$ cat src/rtl/nic_host_port.sv
// Processor-side initiator for one cardinal_nic register interface.
// Moves host TX packets into the NIC output channel and NIC input-channel
// packets onto the host RX stream, using status polling before every access.
module nic_host_port #(
   parameter int unsigned DW = 64,
   parameter int unsigned CW = 16
) (
   input  logic          clk,
   input  logic          reset,
   input  logic          tx_valid,
   input  logic [DW-1:0] tx_data,
   output logic          tx_ready,
   output logic          rx_valid,
   output logic [DW-1:0] rx_data,
   input  logic          rx_ready,
   output logic [1:0]    addr,
   output logic [DW-1:0] d_in,
   output logic          nicEn,
   output logic          nicWrEn,
   input  logic [DW-1:0] d_out,
   output logic [CW-1:0] tx_count,
   output logic [CW-1:0] rx_count
);

   typedef enum logic [2:0] {
      StIdle, StTxStat, StTxChk, StTxWr, StRxStat, StRxChk, StRxRd, StRxCap
   } state_e;

   localparam logic [1:0] AddrInBuf   = 2'b00;
   localparam logic [1:0] AddrInStat  = 2'b01;
   localparam logic [1:0] AddrOutBuf  = 2'b10;
   localparam logic [1:0] AddrOutStat = 2'b11;

   state_e        state_q, state_d;
   logic          tx_full_q, tx_full_d;
   logic [DW-1:0] tx_buf_q, tx_buf_d;
   logic          rx_full_q, rx_full_d;
   logic [DW-1:0] rx_buf_q, rx_buf_d;
   logic [CW-1:0] tx_count_q, tx_count_d;
   logic [CW-1:0] rx_count_q, rx_count_d;
   logic          last_rx_q, last_rx_d;  // 1 = last sequence started was RX
   logic          nic_en_q, nic_en_d;
   logic          nic_wr_en_q, nic_wr_en_d;
   logic [1:0]    addr_q, addr_d;
   logic [DW-1:0] d_in_q, d_in_d;
   logic          want_tx, want_rx;

   assign want_tx = tx_full_q;
   assign want_rx = ~rx_full_q;

   // Next state, holding registers, counters, and NIC outputs decoded from next state
   always_comb begin
      state_d     = state_q;
      tx_full_d   = tx_full_q;
      tx_buf_d    = tx_buf_q;
      rx_full_d   = rx_full_q;
      rx_buf_d    = rx_buf_q;
      tx_count_d  = tx_count_q;
      rx_count_d  = rx_count_q;
      last_rx_d   = last_rx_q;

      if (tx_valid && !tx_full_q) begin
         tx_full_d = 1'b1;
         tx_buf_d  = tx_data;
      end
      if (rx_full_q && rx_ready) begin
         rx_full_d = 1'b0;
      end

      unique case (state_q)
         StIdle: begin
            // Round-robin: when both are pending, serve the one not served last
            if (want_tx && (!want_rx || last_rx_q)) begin
               state_d   = StTxStat;
               last_rx_d = 1'b0;
            end else if (want_rx) begin
               state_d   = StRxStat;
               last_rx_d = 1'b1;
            end
         end
         StTxStat: state_d = StTxChk;
         StTxChk:  state_d = d_out[0] ? StIdle : StTxWr;
         StTxWr: begin
            // tx_full is set throughout the sequence, so no host load can collide
            tx_full_d  = 1'b0;
            tx_count_d = tx_count_q + CW'(1);
            state_d    = StIdle;
         end
         StRxStat: state_d = StRxChk;
         StRxChk:  state_d = d_out[0] ? StRxRd : StIdle;
         StRxRd:   state_d = StRxCap;
         StRxCap: begin
            rx_buf_d   = d_out;
            rx_full_d  = 1'b1;
            rx_count_d = rx_count_q + CW'(1);
            state_d    = StIdle;
         end
         default: state_d = StIdle;
      endcase

      nic_en_d    = 1'b0;
      nic_wr_en_d = 1'b0;
      addr_d      = AddrInBuf;
      d_in_d      = '0;
      unique case (state_d)
         StTxStat: begin
            nic_en_d = 1'b1;
            addr_d   = AddrOutStat;
         end
         StTxWr: begin
            nic_en_d    = 1'b1;
            nic_wr_en_d = 1'b1;
            addr_d      = AddrOutBuf;
            d_in_d      = tx_buf_q;
         end
         StRxStat: begin
            nic_en_d = 1'b1;
            addr_d   = AddrInStat;
         end
         StRxRd: begin
            nic_en_d = 1'b1;
            addr_d   = AddrInBuf;
         end
         default: ;
      endcase
   end

   // State and registered outputs; synchronous reset discards both holding registers
   always_ff @(posedge clk) begin
      if (reset) begin
         state_q     <= StIdle;
         tx_full_q   <= 1'b0;
         tx_buf_q    <= '0;
         rx_full_q   <= 1'b0;
         rx_buf_q    <= '0;
         tx_count_q  <= '0;
         rx_count_q  <= '0;
         last_rx_q   <= 1'b1;
         nic_en_q    <= 1'b0;
         nic_wr_en_q <= 1'b0;
         addr_q      <= AddrInBuf;
         d_in_q      <= '0;
      end else begin
         state_q     <= state_d;
         tx_full_q   <= tx_full_d;
         tx_buf_q    <= tx_buf_d;
         rx_full_q   <= rx_full_d;
         rx_buf_q    <= rx_buf_d;
         tx_count_q  <= tx_count_d;
         rx_count_q  <= rx_count_d;
         last_rx_q   <= last_rx_d;
         nic_en_q    <= nic_en_d;
         nic_wr_en_q <= nic_wr_en_d;
         addr_q      <= addr_d;
         d_in_q      <= d_in_d;
      end
   end

   assign tx_ready = ~tx_full_q;
   assign rx_valid = rx_full_q;
   assign rx_data  = rx_buf_q;
   assign nicEn    = nic_en_q;
   assign nicWrEn  = nic_wr_en_q;
   assign addr     = addr_q;
   assign d_in     = d_in_q;
   assign tx_count = tx_count_q;
   assign rx_count = rx_count_q;

endmodule

$ cat config.mk
export PLATFORM = sky130hd
export DESIGN_NAME = nic_host_port
export DESIGN_NICKNAME = d
export VERILOG_FILES = /design/src/rtl/nic_host_port.sv
export SDC_FILE = /design/constraint.sdc
export NUM_CORES = 1
export LEC_CHECK = 0
export ABC_AREA = 0
export CAP_MARGIN = 20
export CORE_MARGIN = 4
export CORE_UTILIZATION = 44
export DETAILED_ROUTE_END_ITERATION = 12
export GPL_TIMING_DRIVEN = 0
export PLACE_DENSITY = 0.87
export REMOVE_ABC_BUFFERS = 1
export SKIP_CTS_REPAIR_TIMING = 1
export SKIP_LAST_GASP = 1
export SYNTH_ARGS = -nofsm -noshare
export SYNTH_HDL_FRONTEND = slang
export SYNTH_SLANG_ARGS = --single-unit
$ cat constraint.sdc
create_clock -name clk -period 2.4 [get_ports clk]
set_input_delay 0.48 -clock clk [delete_from_list [all_inputs] [get_ports clk]]
set_output_delay 0.48 -clock clk [all_outputs]
set_load 0.03 [all_outputs]
**After elaboration in Yosys (flattened, before gate mapping)**

Index checks and enable logic that the tools add are counted.

- Reduce and logical (&&, ||, !) cells: 12
- Bitwise logic cells: 2
- Add/sub/neg operators: 2
- Muxes and demuxes: 12
- Equal/unequal tests: 12

Operators with widths:

| cell | number |
|---|---|
| 16-bit by 1-bit adder with 16-bit output, second input constant | 2 |
| 3-bit case mux with 7 select lines | 1 |
| 3-bit equality test, second input constant | 6 |
| 3-bit by 2-bit equality test with 1-bit output, second input constant | 3 |
| 3-bit two-way mux | 3 |
| 3-bit by 1-bit equality test with 1-bit output, second input constant | 2 |
| 1-bit two-way mux | 6 |
| 2-bit case mux with 3 select lines | 1 |
| 2-bit OR reduction | 3 |
| 4-bit OR reduction | 1 |
| 1-bit logical AND | 3 |
| 3-bit zero test | 1 |
| 2-bit two-way mux | 1 |
| 2-bit by 1-bit != test with 1-bit output, second input constant | 1 |
| 1-bit NOT | 2 |
| 2-bit AND reduction | 1 |
| 2-bit nonzero test | 1 |
| 1-bit zero test | 1 |
| 1-bit logical OR | 1 |

- Output and inout port bits: 166
- Input port bits: 132
- Flip-flop bits (word level): 234

**Longest topological paths before layout**

- Word-level depth: 7
- Mapped depth: 7
- Mapped depth without buffers: 5

**Least setup slack after synthesis**

Ideal clock, no wire load.

- Kind: reg2reg
- Start point: register tx_count_q[3] (netlist: tx_count[3])
- End point: register tx_count_q[15] (netlist: tx_count[15])
- Path slack: 412 ps
- Arrival: 1,917 ps
- Path buffers: 1
- Stages on the path, launching flop included: 6
- Setup time: 70 ps
- Cell sequence: dfxtp_1 -> nand4_2 -> or3_1 -> buf_2 -> or4_1 -> a21oi_1

- Cells in the longest elaborated chain, start to end: 1

RTL lines:

| item | RTL line | source |
|---|---|---|
| start, declared | 39 | `logic [CW-1:0] tx_count_q, tx_count_d;` |
| start signal, assigned | 149 | `tx_count_q <= tx_count_d;` |
| 16-bit by 1-bit adder with 16-bit output | 86 | `tx_count_d = tx_count_q + CW'(1);` |

No other way between the ends.
A chain may end at the register's enable or synchronous reset.

**Worst setup path after layout**

- Start point: register tx_full_q
- End point: output port tx_ready

- Cells in the longest elaborated chain, start to end: 1

RTL lines:

| item | RTL line | source |
|---|---|---|
| start, declared | 35 | `logic tx_full_q, tx_full_d;` |
| start signal, assigned | 145 | `tx_full_q <= tx_full_d;` |
| 1-bit NOT | 159 | `assign tx_ready = ~tx_full_q;` |
| end, declared | 12 | `output logic tx_ready,` |

No other way between the ends.

==> results.toml <==
[status]
outcome = "complete, no violations"

[worst_hold_path]
min_path_cells = 2
hp-class = "input pin to flip-flop"

[global_route]
overflow = 0
grt_pass1_vias = 7658
antenna_found_initial = 2
grt_max_degree = 101
grt_pass1_wl_mm = 36.7
grt_usage = 0.217

[logic_synthesis]
synth_area_um2 = 8100
yosysTopAreaCellShare = 0.578
syn_inst = 977
ys_types = 36
ys_seq_area_frac = 0.578
synth_area_leaders = "dfxtp_1 (58%), nand2_1 (13%), a21oi_1 (9.0%)"
syn_area_per_cell_um2 = 8.29
synth_warnings = 0
yosys.area.top_type = "dfxtp_1"
synth-seq-cells = 234

[sta]
fmax_ghz = 0.444
max_slew_margin = 0.464
clock-skew-final_ns = 0.0127
tightest_slew_ns = 0.803
layout_min_cycle_time_ns = 2.25
maxSlewViolCount = 0
rsz0062_at_grt = "no"
finalSetupViolations = 0
period_share = 0.938
fin_tns_setup_ns = 0
hold_violations = 0

[pwr]
comb_power_share = 0.113
irDropWorstVdd_mv = 0.591
clkPwrFrac = 0.430
swShare = 0.247
leakage_nw = 4.21
powerDensity_nw_per_um2 = 738
p_int_w = 0.00676
seqPwrFrac = 0.457
power.net_switching_w = 0.00222

[critical_path]
r2r_cells = 5
critPathMaxStageDelay_ns = 0.71
crit_type = "flip-flop to output pin"
cp_slowest_cell = "clkdlybuf4s50_1"
cp-end-kind = "output pin"
worst_setup_path_start_kind = "flip-flop"
worstPathRequired_ns = 1.92
crit_chain = "inv_1 -> clkdlybuf4s50_1"
cp.arrival_ns = 1.77
cp_max_fo = 5

[placement]
place.gp.congestion = 0.842
placedCellCount = 1441
hpwlAfterDp_mm = 15.8
io_buffers = 297

[final_layout]
fin_util = 0.675
drive_gt1_frac = 0.0508
fin_cells = 1489
fin_nets = 1376
area_delta_synth_final_pct = 50.2

[clocking]
cts.sink_count = 234
insertion_delay_ns = 0.51
cts_tree = "yes"
h-tree-depth = 1
cts_max_path_buffers = 3
clkTransAtPathRegs_ns = 0.06
cts_buffers = 24
cts-root-buf = "clkbuf_16"

[floorplanning]
initial_core_util = 0.449
fp.coreArea_um2 = 18000
chipHeight_um = 144
die_area_um2 = 20600
dieWidth_um = 144
ioPinCount = 298
row_count = 49

[job]
cap_viol_max_count = 0

[detailed_routing]
vias = 7689
wirelength_mm = 25.1
firstDrtPassIters = 5
ant_nets = 0
viasPerCell = 5.16
drt_iter0_markers = 314
drcViolationCount = 0
wl_per_cell_um = 16.8
-- worst paths after layout --
path / from / end / slack (ns)
max: tx_full_q / tx_ready / 0.15
min: reset / rx_count[3] / 0.39
max reg2reg: state_q[0] / d_in[14] / 0.18
min reg2reg: tx_buf_q[54] / d_in[54] / 0.43
-- through the flow --
step | instance area [um^2] | worst slack [ns] | hold slack [ns] | total power (W)
after CTS | 12100 | -0.186 | 0.393 | 0.00896
after floorplan | 7840 | -1.00 | 0.416 | 0.00456
after detailed placement | 11300 | -0.452 | 0.423 | 0.00510
final | 12200 | 0.149 | 0.390 | 0.00898
after global routing | 12200 | 0.0191 | 0.410 | 0.00929
after global placement | 11100 | -6.04 | 0.419 | 0.00504
-- registers in the layout (all words and copies together), names as in the netlist --
signal and count:
addr 2, tx_buf_q 64, tx_count 16, rx_valid 1, tx_full_q 1, d_in 64, nicEn 1, rx_data 64
last_rx_q 1, nicWrEn 1, state_q 3, rx_count 16
-- placed cells by master (no fill, tap or decap), drive strengths merged, types with 5 or more instances in the layout --
master and count:
a21oi 145, buf 6, clkbuf 30, clkdlybuf4s50 296, clkinv 7, dfxtp 234, inv 70, nand2 273
nand2b 5, nand3 16, nor2 24, nor3 69, nor4 5, o31ai 9, or4 9, xnor2 12
xor2 7
-- worst max-delay path: cells and delay by family (launching register included) --
family   cells  cell delay, ns
flops        1            0.37
buf+inv      2            0.90
-- per-layer routing --
| layer | track usage | vias to the layer above | wire (um) |
|---|---|---|---|
| met4 | 0.0852 | 2 | 800 |
| met2 | 0.384 | 338 | 12400 |
| met5 | 0 | - | 12 |
| li1 | - | 3698 | - |
| met1 | 0.239 | 3592 | 9220 |
| met3 | 0.0749 | 59 | 2640 |
-- synth_stat cells (all sizes together) --
cell type	instances
nor2b	4
xor2	7
nand3	13
inv	70
nand2b	5
a21o	1
o22ai	1
a221o	1
or2	2
nor4	5
o31ai	9
nand4	4
mux2i	1
and3	4
a21oi	145
nor3b	1
xnor2	12
a211oi	1
o21ai	2
o21bai	1
and4	3
buf	21
or3	3
a211o	1
clkbuf	46
o211ai	1
nand2	273
dfxtp	234
and4b	1
or4	9
ha	2
nor2	24
nor3	69
nand4b	1
-- kinds of logic (layout without fill, tap and decap cells) --
family / after synthesis / count (layout) / synth area share
XOR/XNOR: 19 / 19 / 0.0205
AO/OA/AOI/OAI: 163 / 164 / 0.106
AND/OR/NAND/NOR: 421 / 424 / 0.226
flip-flops: 234 / 234 / 0.578
multiplexers: 1 / 1 / 0.00124
adder cells (fa/ha/maj): 2 / 2 / 0.00309
other: 0 / 1 / 0
buffers and inverters: 137 / 415 / 0.0647
-- layout make-up --
| type | count | area [um^2] |
|---|---|---|
| repair buffers | 302 | 3080 |
| multi-input cells | 610 | 3010 |
| clock inverters | 13 | 151 |
| clock buffers | 30 | 684 |
| well taps | 229 | 287 |
| diodes | 1 | 2.50 |
| inverters | 70 | 263 |
| fillers | 1364 | 5860 |
| flip-flops and latches | 234 | 4680 |
-- power by group through the flow --
stage	Sequential (W)	Combinational, W	Clock [W]
finish	0.00410	0.00102	0.00386
CTS	0.00408	0.000944	0.00393
floorplan	0.00421	0.000346	0
global route	0.00411	0.00109	0.00408
detailed placement	0.00417	0.000936	0
global placement	0.00416	0.000885	0
Power figures use the tool's default switching activity.
